### config.mk
export PLATFORM = sky130hd
export DESIGN_NAME = dmem_arbiter
export DESIGN_NICKNAME = d
export VERILOG_FILES = /design/src/rtl/dmem_pkg.sv /design/src/rtl/dmem_load_ext.sv /design/src/rtl/dmem_arbiter.sv
export SDC_FILE = /design/constraint.sdc
export NUM_CORES = 1
export LEC_CHECK = 0
export BUFFER_PORTS_ARGS = -buffer_cell sky130_fd_sc_hd__buf_4
export CORE_MARGIN = 5
export CORE_UTILIZATION = 44
export CTS_CLUSTER_SIZE = 14
export DETAILED_ROUTE_END_ITERATION = 16
export PLACE_DENSITY_LB_ADDON = 0.08
export SYNTH_ARGS = -nofsm -noshare
export SYNTH_HDL_FRONTEND = slang
export SYNTH_SLANG_ARGS = --single-unit
### constraint.sdc
create_clock -name Clk -period 2.2 [get_ports Clk]
set_input_delay 0 -clock Clk [delete_from_list [all_inputs] [get_ports Clk]]
set_output_delay 0 -clock Clk [all_outputs]
set_load 0.02 [all_outputs]
### src/rtl/dmem_pkg.sv
// Shared definitions for the data-memory arbiter: access sizes, FSM states,
// and the store byte-enable lookup.
package dmem_pkg;

    typedef enum logic [1:0] {
        SZ_BYTE = 2'b00,
        SZ_HALF = 2'b01,
        SZ_WORD = 2'b10
    } size_e;

    typedef enum logic [1:0] {
        ST_IDLE  = 2'b00,
        ST_ISSUE = 2'b01,
        ST_RESP  = 2'b10
    } state_e;

    // Low-aligned byte-lane enables; the memory rotates lanes by address,
    // so a store only ever uses the bottom lanes. Size 11 behaves as word.
    function automatic logic [3:0] size_to_be(input logic [1:0] size);
        case (size)
            SZ_BYTE: size_to_be = 4'b0001;
            SZ_HALF: size_to_be = 4'b0011;
            default: size_to_be = 4'b1111;
        endcase
    endfunction

endpackage

### src/rtl/dmem_load_ext.sv
// Load data extension: selects the low byte/half/word of the rotated memory
// read data and sign- or zero-extends it to 32 bits.
module dmem_load_ext
    import dmem_pkg::*;
(
    input  logic [1:0]  size_i,
    input  logic        uns_i,
    input  logic [31:0] data_i,
    output logic [31:0] data_o
);

    // Extend the addressed field; the sign bit is suppressed for unsigned loads
    always_comb begin
        data_o = data_i;
        case (size_i)
            SZ_BYTE: data_o = {{24{~uns_i & data_i[7]}},  data_i[7:0]};
            SZ_HALF: data_o = {{16{~uns_i & data_i[15]}}, data_i[15:0]};
            default: data_o = data_i;
        endcase
    end

endmodule

### src/rtl/dmem_arbiter.sv
// Two-requester (CPU = A, DMA = B) round-robin arbiter in front of a
// rotating byte-lane data memory with 1-cycle synchronous read.
// Optional build macro DMEM_ARB_ALIGN_CHECK_EN adds a_err/b_err ports and
// suppresses misaligned half/word accesses (granted, no write, no response).
module dmem_arbiter
    import dmem_pkg::*;
#(
    parameter int ADDR_W = 12
)
(
    input  logic        Clk,
    input  logic        Rst_n,
    input  logic        a_req,
    input  logic        a_we,
    input  logic [1:0]  a_size,
    input  logic        a_uns,
    input  logic [31:0] a_addr,
    input  logic [31:0] a_wdata,
    input  logic        b_req,
    input  logic        b_we,
    input  logic [1:0]  b_size,
    input  logic        b_uns,
    input  logic [31:0] b_addr,
    input  logic [31:0] b_wdata,
    output logic        a_gnt,
    output logic        b_gnt,
    output logic        a_rvalid,
    output logic        b_rvalid,
    output logic [31:0] a_rdata,
    output logic [31:0] b_rdata,
`ifdef DMEM_ARB_ALIGN_CHECK_EN
    output logic        a_err,
    output logic        b_err,
`endif
    output logic [31:0] mem_addr,
    output logic [31:0] mem_wdata,
    output logic [3:0]  mem_wr,
    input  logic [31:0] mem_rdata
);

    state_e              state_q, state_d;
    logic                last_b_q;      // 1 = B was granted most recently
    logic                sel_b_q;       // current access belongs to B
    logic                we_q;
    logic [1:0]          size_q;
    logic                uns_q;
    logic [ADDR_W-1:0]   addr_q;
    logic [31:0]         wdata_q;
    logic [31:0]         a_rdata_q, b_rdata_q;
    logic                mis_q;         // latched access is misaligned (check build only)

    logic                req_any;
    logic                pick_b;
    logic                win_we;
    logic [1:0]          win_size;
    logic                win_uns;
    logic [31:0]         win_addr;
    logic [31:0]         win_wdata;
    logic [31:0]         ext_data;
    logic                in_issue, in_resp;

    // Round-robin pick and mux of the winning requester's fields
    always_comb begin
        req_any   = a_req | b_req;
        pick_b    = b_req & (~a_req | ~last_b_q);
        win_we    = pick_b ? b_we    : a_we;
        win_size  = pick_b ? b_size  : a_size;
        win_uns   = pick_b ? b_uns   : a_uns;
        win_addr  = pick_b ? b_addr  : a_addr;
        win_wdata = pick_b ? b_wdata : a_wdata;
    end

    // Next-state: stores and suppressed accesses finish after ISSUE, loads add RESP
    always_comb begin
        state_d = state_q;
        case (state_q)
            ST_IDLE:  if (req_any) state_d = ST_ISSUE;
            ST_ISSUE: state_d = (we_q || mis_q) ? ST_IDLE : ST_RESP;
            ST_RESP:  state_d = ST_IDLE;
            default:  state_d = ST_IDLE;
        endcase
    end

    // State, arbitration pointer, latched request and held response data
    always_ff @(posedge Clk or negedge Rst_n) begin
        if (!Rst_n) begin
            state_q   <= ST_IDLE;
            last_b_q  <= 1'b1;
            sel_b_q   <= 1'b0;
            we_q      <= 1'b0;
            size_q    <= 2'b00;
            uns_q     <= 1'b0;
            addr_q    <= '0;
            wdata_q   <= '0;
            a_rdata_q <= '0;
            b_rdata_q <= '0;
        end else begin
            state_q <= state_d;
            if (state_q == ST_IDLE && req_any) begin
                sel_b_q  <= pick_b;
                last_b_q <= pick_b;
                we_q     <= win_we;
                size_q   <= win_size;
                uns_q    <= win_uns;
                addr_q   <= win_addr[ADDR_W-1:0];
                wdata_q  <= win_wdata;
            end
            if (state_q == ST_RESP) begin
                if (sel_b_q) b_rdata_q <= ext_data;
                else         a_rdata_q <= ext_data;
            end
        end
    end

`ifdef DMEM_ARB_ALIGN_CHECK_EN
    // Classify the winning access as misaligned when it is accepted
    always_ff @(posedge Clk or negedge Rst_n) begin
        if (!Rst_n) begin
            mis_q <= 1'b0;
        end else if (state_q == ST_IDLE && req_any) begin
            mis_q <= (win_size == SZ_HALF && win_addr[0]) ||
                     (win_size[1] && win_addr[1:0] != 2'b00);
        end
    end
    assign a_err = in_issue & ~sel_b_q & mis_q;
    assign b_err = in_issue &  sel_b_q & mis_q;
`else
    assign mis_q = 1'b0;
`endif

    // Address bits above ADDR_W are deliberately dropped
    generate
        if (ADDR_W < 32) begin : g_addr_hi
            logic unused_addr_hi;
            assign unused_addr_hi = ^win_addr[31:ADDR_W];
        end
    endgenerate

    dmem_load_ext u_load_ext (
        .size_i (size_q),
        .uns_i  (uns_q),
        .data_i (mem_rdata),
        .data_o (ext_data)
    );

    assign in_issue  = (state_q == ST_ISSUE);
    assign in_resp   = (state_q == ST_RESP);
    assign mem_addr  = 32'(addr_q);
    assign mem_wdata = wdata_q;
    assign mem_wr    = (in_issue && we_q && !mis_q) ? size_to_be(size_q) : 4'b0000;
    assign a_gnt     = in_issue & ~sel_b_q;
    assign b_gnt     = in_issue &  sel_b_q;
    assign a_rvalid  = in_resp  & ~sel_b_q;
    assign b_rvalid  = in_resp  &  sel_b_q;
    assign a_rdata   = a_rvalid ? ext_data : a_rdata_q;
    assign b_rdata   = b_rvalid ? ext_data : b_rdata_q;

endmodule

Word level (Yosys, flattened, before mapping)
Cells that the tools add are included.
Widths: inputs -> output; s select.
Storage, ports and cells
  word-level logic and storage cells: 46
  output and inout port bits: 136
  bits of input ports: 172
  register bits after elaboration: 116
Operators by class
  equal/unequal tests: 4
  reduce and logical (&&, ||, !) cells: 6
  multiplexer cells: 13
  bitwise gates (word level): 13
Operators by type and width (number)
  $mux 32: 3
  $pmux 32 s2: 1
  $mux 12: 1
  $pmux 4 s2: 1
  $and 1x1->1: 7
  $mux 2: 3
  $eq 2x1->1 const B: 2
  $logic_not 2->1: 2
  $mux 4: 1
  $not 1->1: 4
  $pmux 2 s2: 1
  $reduce_and 2->1: 2
  $eq 2x2->1 const B: 1
  $logic_and 1x1->1: 2
  $mux 1: 2
  $ne 2x2->1 const B: 1
  $or 1x1->1: 2

Depth between registers and ports, before layout
  depth in word-level cells: 4
  mapped depth: 6
  mapped depth without buffers: 3

Modules after synthesis
A second synthesis with hierarchy kept.
Second synthesis, totals
  cells, all modules: 435
  area, all modules: 5875.6 um^2
By module, submodules not included
  dmem_arbiter: area each 5520.3 um^2, cells each 368, times used 1, sequential area each 2904.0 um^2
  dmem_load_ext: area each 355.3 um^2, cells each 67, times used 1, sequential area each 0.0 um^2

Least setup slack after synthesis
No wires, ideal clock.
  path type: reg-to-reg
  from: reg state_q[0]
  to: reg b_rdata_q[11]
  setup time: 0.167 ns
  arrival: 1.523 ns
  slack: 0.509 ns
  path buffers: 2
  clock period less this slack: 1.691 ns
  cell stages (with the launch flop): 6
  cell sequence: dfrtp_1 > and3b_1 > buf_2 > buf_2 > nor2_1 > a21oi_1
On the way
  longest elaborated chain between the ends: 2
RTL lines
  from (decl): line dmem_arbiter.sv:41  | state_e state_q, state_d;
  from (signal assigned): line dmem_arbiter.sv:98  | state_q <= state_d;
  $eq 2x2->1: line dmem_arbiter.sv:108  | if (state_q == ST_RESP) begin
  $reduce_and 2->1 (no line)
  to (signal assigned): line dmem_arbiter.sv:109  | if (sel_b_q) b_rdata_q <= ext_data;
  to (decl): line dmem_arbiter.sv:49  | logic [31:0] a_rdata_q, b_rdata_q;
No other way between the ends.
A chain may end at the register's enable or synchronous reset.

Final worst setup path
  from: reg size_q[0]
  to: out a_rdata[29]
On the way
  longest elaborated chain between the ends: 3
  elaborated cells on any way between the ends: 4
  classes of those cells: 1 x eq/ne; 2 x mux; 1 x reduce/logical
RTL lines
  from (decl): line dmem_arbiter.sv:45  | logic [1:0] size_q;
  from (signal assigned): line dmem_arbiter.sv:103  | size_q <= win_size;
  $eq 2x1->1 / $logic_not 2->1 (equally long branches): line dmem_load_ext.sv:15  | case (size_i)
  $pmux 32 s2 *: line dmem_load_ext.sv:15
  $mux 32 *: line dmem_arbiter.sv:155  | assign a_rdata = a_rvalid ? ext_data : a_rdata_q;
  to (decl): line dmem_arbiter.sv:29  | output logic [31:0] a_rdata,
Every way passes the cells marked *; elsewhere a longest branch is shown, timed or not.

==> metrics.csv <==
stage;metric;value;unit
clock_network;Num CTS Buffers;17;
drt;DR DRC count;0;
drt;final wirelength;18800;um
grt;initial antenna violation count;1;
layout;commonest non-fill, non-tap cell in the layout;buf_4;
layout;Finished Cell Area;0.00929;mm^2
layout;FILL cells;770;
logic_synthesis;Post-Syn Area per Cell;9.95;um^2
clock_network;clk sinks;116;
grt;grt ovf;0;
worst_setup_path;Worst setup EP type;output port;
clock_network;CTS tree;done;
power_and_ir_drop;Worst VDD drop;0.000720;V
place;dpl cells;897;
job;max-cap check violation count;0;
floorplan;Die W;120;um
drt;drt wl/cell;17.6;um
drt;routed via count;5473;
logic_synthesis;Yosys reg bits;116;
floorplan;Initial Utilization;44.6;%
worst_setup_path;Worst Reg-to-Reg Cells;5;
grt;largest net degree at the start of global routing;58;
worst_setup_path;CP Max Fanout;32;
timing;Period Utilization, post-route;96.6;%
floorplan;Die Area;0.0144;mm^2
layout;fraction of final layout cells sized beyond drive strength 1;37.4;%
logic_synthesis;post-synthesis cell count;536;
timing;fin crit period;2.12;ns
floorplan;Placeable Area;0.0120;mm^2
logic_synthesis;Yosys cell types;31;
power_and_ir_drop;PD cells;1550;mW/mm^2
logic_synthesis;register area share after synthesis;54.4;%
drt;Vias/cell;5.13;
hold_path;Worst Hold Class;in -> async;
timing;max-slew violations;0;
place;Placer Congestion;0.793;
logic_synthesis;Mapped Area;0.00533;mm^2
layout;most frequent cells in the layout;buf_4 (260), dlygate4sd3_1 (131), dfrtp_1 (115), nand2_1 (113), a21oi_1 (73);
timing;Max Clk Rate;471;MHz
grt;GRT Total Usage;25.8;%
grt;first-pass GRT wire length;29500;um
layout;Layout area overhead;74.1;%
worst_setup_path;Setup CP Type;reg -> out;
worst_setup_path;FF-to-FF setup slack;0.16;ns
clock_network;Clock Path Buffers;2;
floorplan;I/O pin cnt;308;
timing;Final Hold Violating Endpoints;0;
timing;Worst Tran Pin Value;0.717;ns
layout;area of the multi-input gates;0.00215;mm^2
worst_setup_path;r2r startpoint;last_b_q;
layout;Reg area;0.00290;mm^2
place;port bufs;247;
logic_synthesis;synth warn;0;
floorplan;Die H;120;um
layout;nets@finish;1077;
layout;Post-Layout Cell Count;1066;
clock_network;latest clock arrival within the worst-skew pair;0.41;ns
timing;RSZ-0062 raised after global routing;true;
worst_setup_path;Worst Path Arrival;2.12;ns
timing;max_slew headroom;52.2;%
worst_setup_path;Worst setup SP type;register;
clock_network;Clock transition at path regs;0.05;ns
drt;initial detailed-routing violation count;475;
grt;vias in the first global route;5773;
clock_network;H-Tree Depth;4;
place;Post-DP HPWL;11100;um
timing;Worst Skew;0.00894;ns
drt;Final ANT Viol Nets;0;
drt;drt first pass iters;4;
power_and_ir_drop;Leak;4.23;nW
floorplan;FP Rows;40;
outcome;status;finished clean;
worst_setup_path;Worst Path Required;2.20;ns
clock_network;root buffer cell;clkbuf_16;
place;DP Area;0.00723;mm^2
timing;# setup viols final;0;
worst_setup_path;R2R Path End;addr_q[5];
report_power, final:
part / switching (W) / leakage, nW / internal, W
logic: 0.00414 / 2.61 / 0.00343
clock network: 0.000936 / 0.327 / 0.00221
registers: 0.000504 / 1.29 / 0.00317
total: 0.00558 / 4.23 / 0.00882
metal layers:
| metal | part of all wire [%] | global-route usage [%] |
|---|---|---|
| met1 | 37 | 28.6 |
| met2 | 52 | 44.5 |
| met3 | 7.9 | 7.78 |
| met4 | 3.4 | 13.2 |
| met5 | 0 | 0 |
registers in the layout (all words and copies together), names as in the netlist, 2 cells and up:
signal,count
a_rdata_q,32
addr_q,12
b_rdata_q,32
mem_wdata,32
size_q,2
state_q,2
per-stage QoR:
stage | utilization [%] | power [W] | setup slack [ns] | setup TNS, ns | hold slack [ns]
final | 77.6 | 0.0144 | 0.0757 | 0 | 0.206
after global routing | 77.6 | 0.0152 | -0.0261 | -0.105 | 0.245
after CTS | 77.1 | 0.0143 | 0.0133 | 0 | 0.189
after detailed placement | 60.4 | 0.0103 | 0.405 | 0 | 0.100
after global placement | 60.4 | 0.0101 | 0.433 | 0 | 0.0945
after floorplan | - | 0.00757 | 0.509 | 0 | -0.296
synth_stat cells (all sizes together):
cell	number	area, um^2
dfrtp	115	2880
nand2	113	424
a31oi	81	724
a21oi	73	365
nor2	52	195
buf	49	340
clkbuf	18	67.6
mux2	16	180
and2	2	12.5
and3	2	12.5
or2	2	12.5
a21bo	1	10.0
a21boi	1	7.51
and3b	1	8.76
conb	1	3.75
dfstp	1	26.3
inv	1	3.75
mux2i	1	10.0
nand2b	1	6.26
nor2b	1	6.26
nor3b	1	12.5
nor4b	1	15.0
o21ai	1	5.00
or3	1	6.26
cell type report:
type / instances / share of cell area (%)
inverters: 1 / 0.0404
well taps: 147 / 1.98
repair buffers: 397 / 36.2
clock inverters: 9 / 2.13
diodes: 1 / 0.0270
clock buffers: 23 / 5.15
multi-input cells: 372 / 23.2
flip-flops and latches: 116 / 31.3
worst max-delay path by stage:
stage | start | to | slack (ns) | depth (start not counted)
global route | size_q[0] | a_rdata[26] | -0.03 | 5
finish | size_q[0] | a_rdata[29] | 0.08 | 5
floorplan | state_q[0] | b_rdata_q[11] | 0.51 | 5
global placement | size_q[0] | b_rdata[16] | 0.43 | 5
detailed placement | state_q[0] | b_rdata[16] | 0.41 | 5
CTS | state_q[0] | b_rdata[16] | 0.01 | 5
cell families (layout without fill, tap and decap cells):
kind of cell           Yosys count  count (layout)  share of synthesized area [%]
buffers and inverters           68             430                           7.72
flip-flops                     116             116                           54.4
AO/OA/AOI/OAI                  157             158                           20.9
AND/OR/NAND/NOR                177             177                           13.3
multiplexers                    17              17                           3.57
other                            1              21                         0.0703
critical path, cell delays in order, from the launching register on:
cell     delay [ns]
dfrtp_1        0.44
mux2i_1        0.14
or3_2          0.42
buf_6          0.25
a31oi_1        0.27
buf_4          0.20
repair_timing:
action,CTS,global route
pin swaps,0,1
setup endpoints to repair,4,31
resized for setup,2,4
endpoints found under the hold margin,163,0
cloned,0,1
buffers inserted,0,4
hold buffers,131,0
Power figures use the tool's default switching activity.
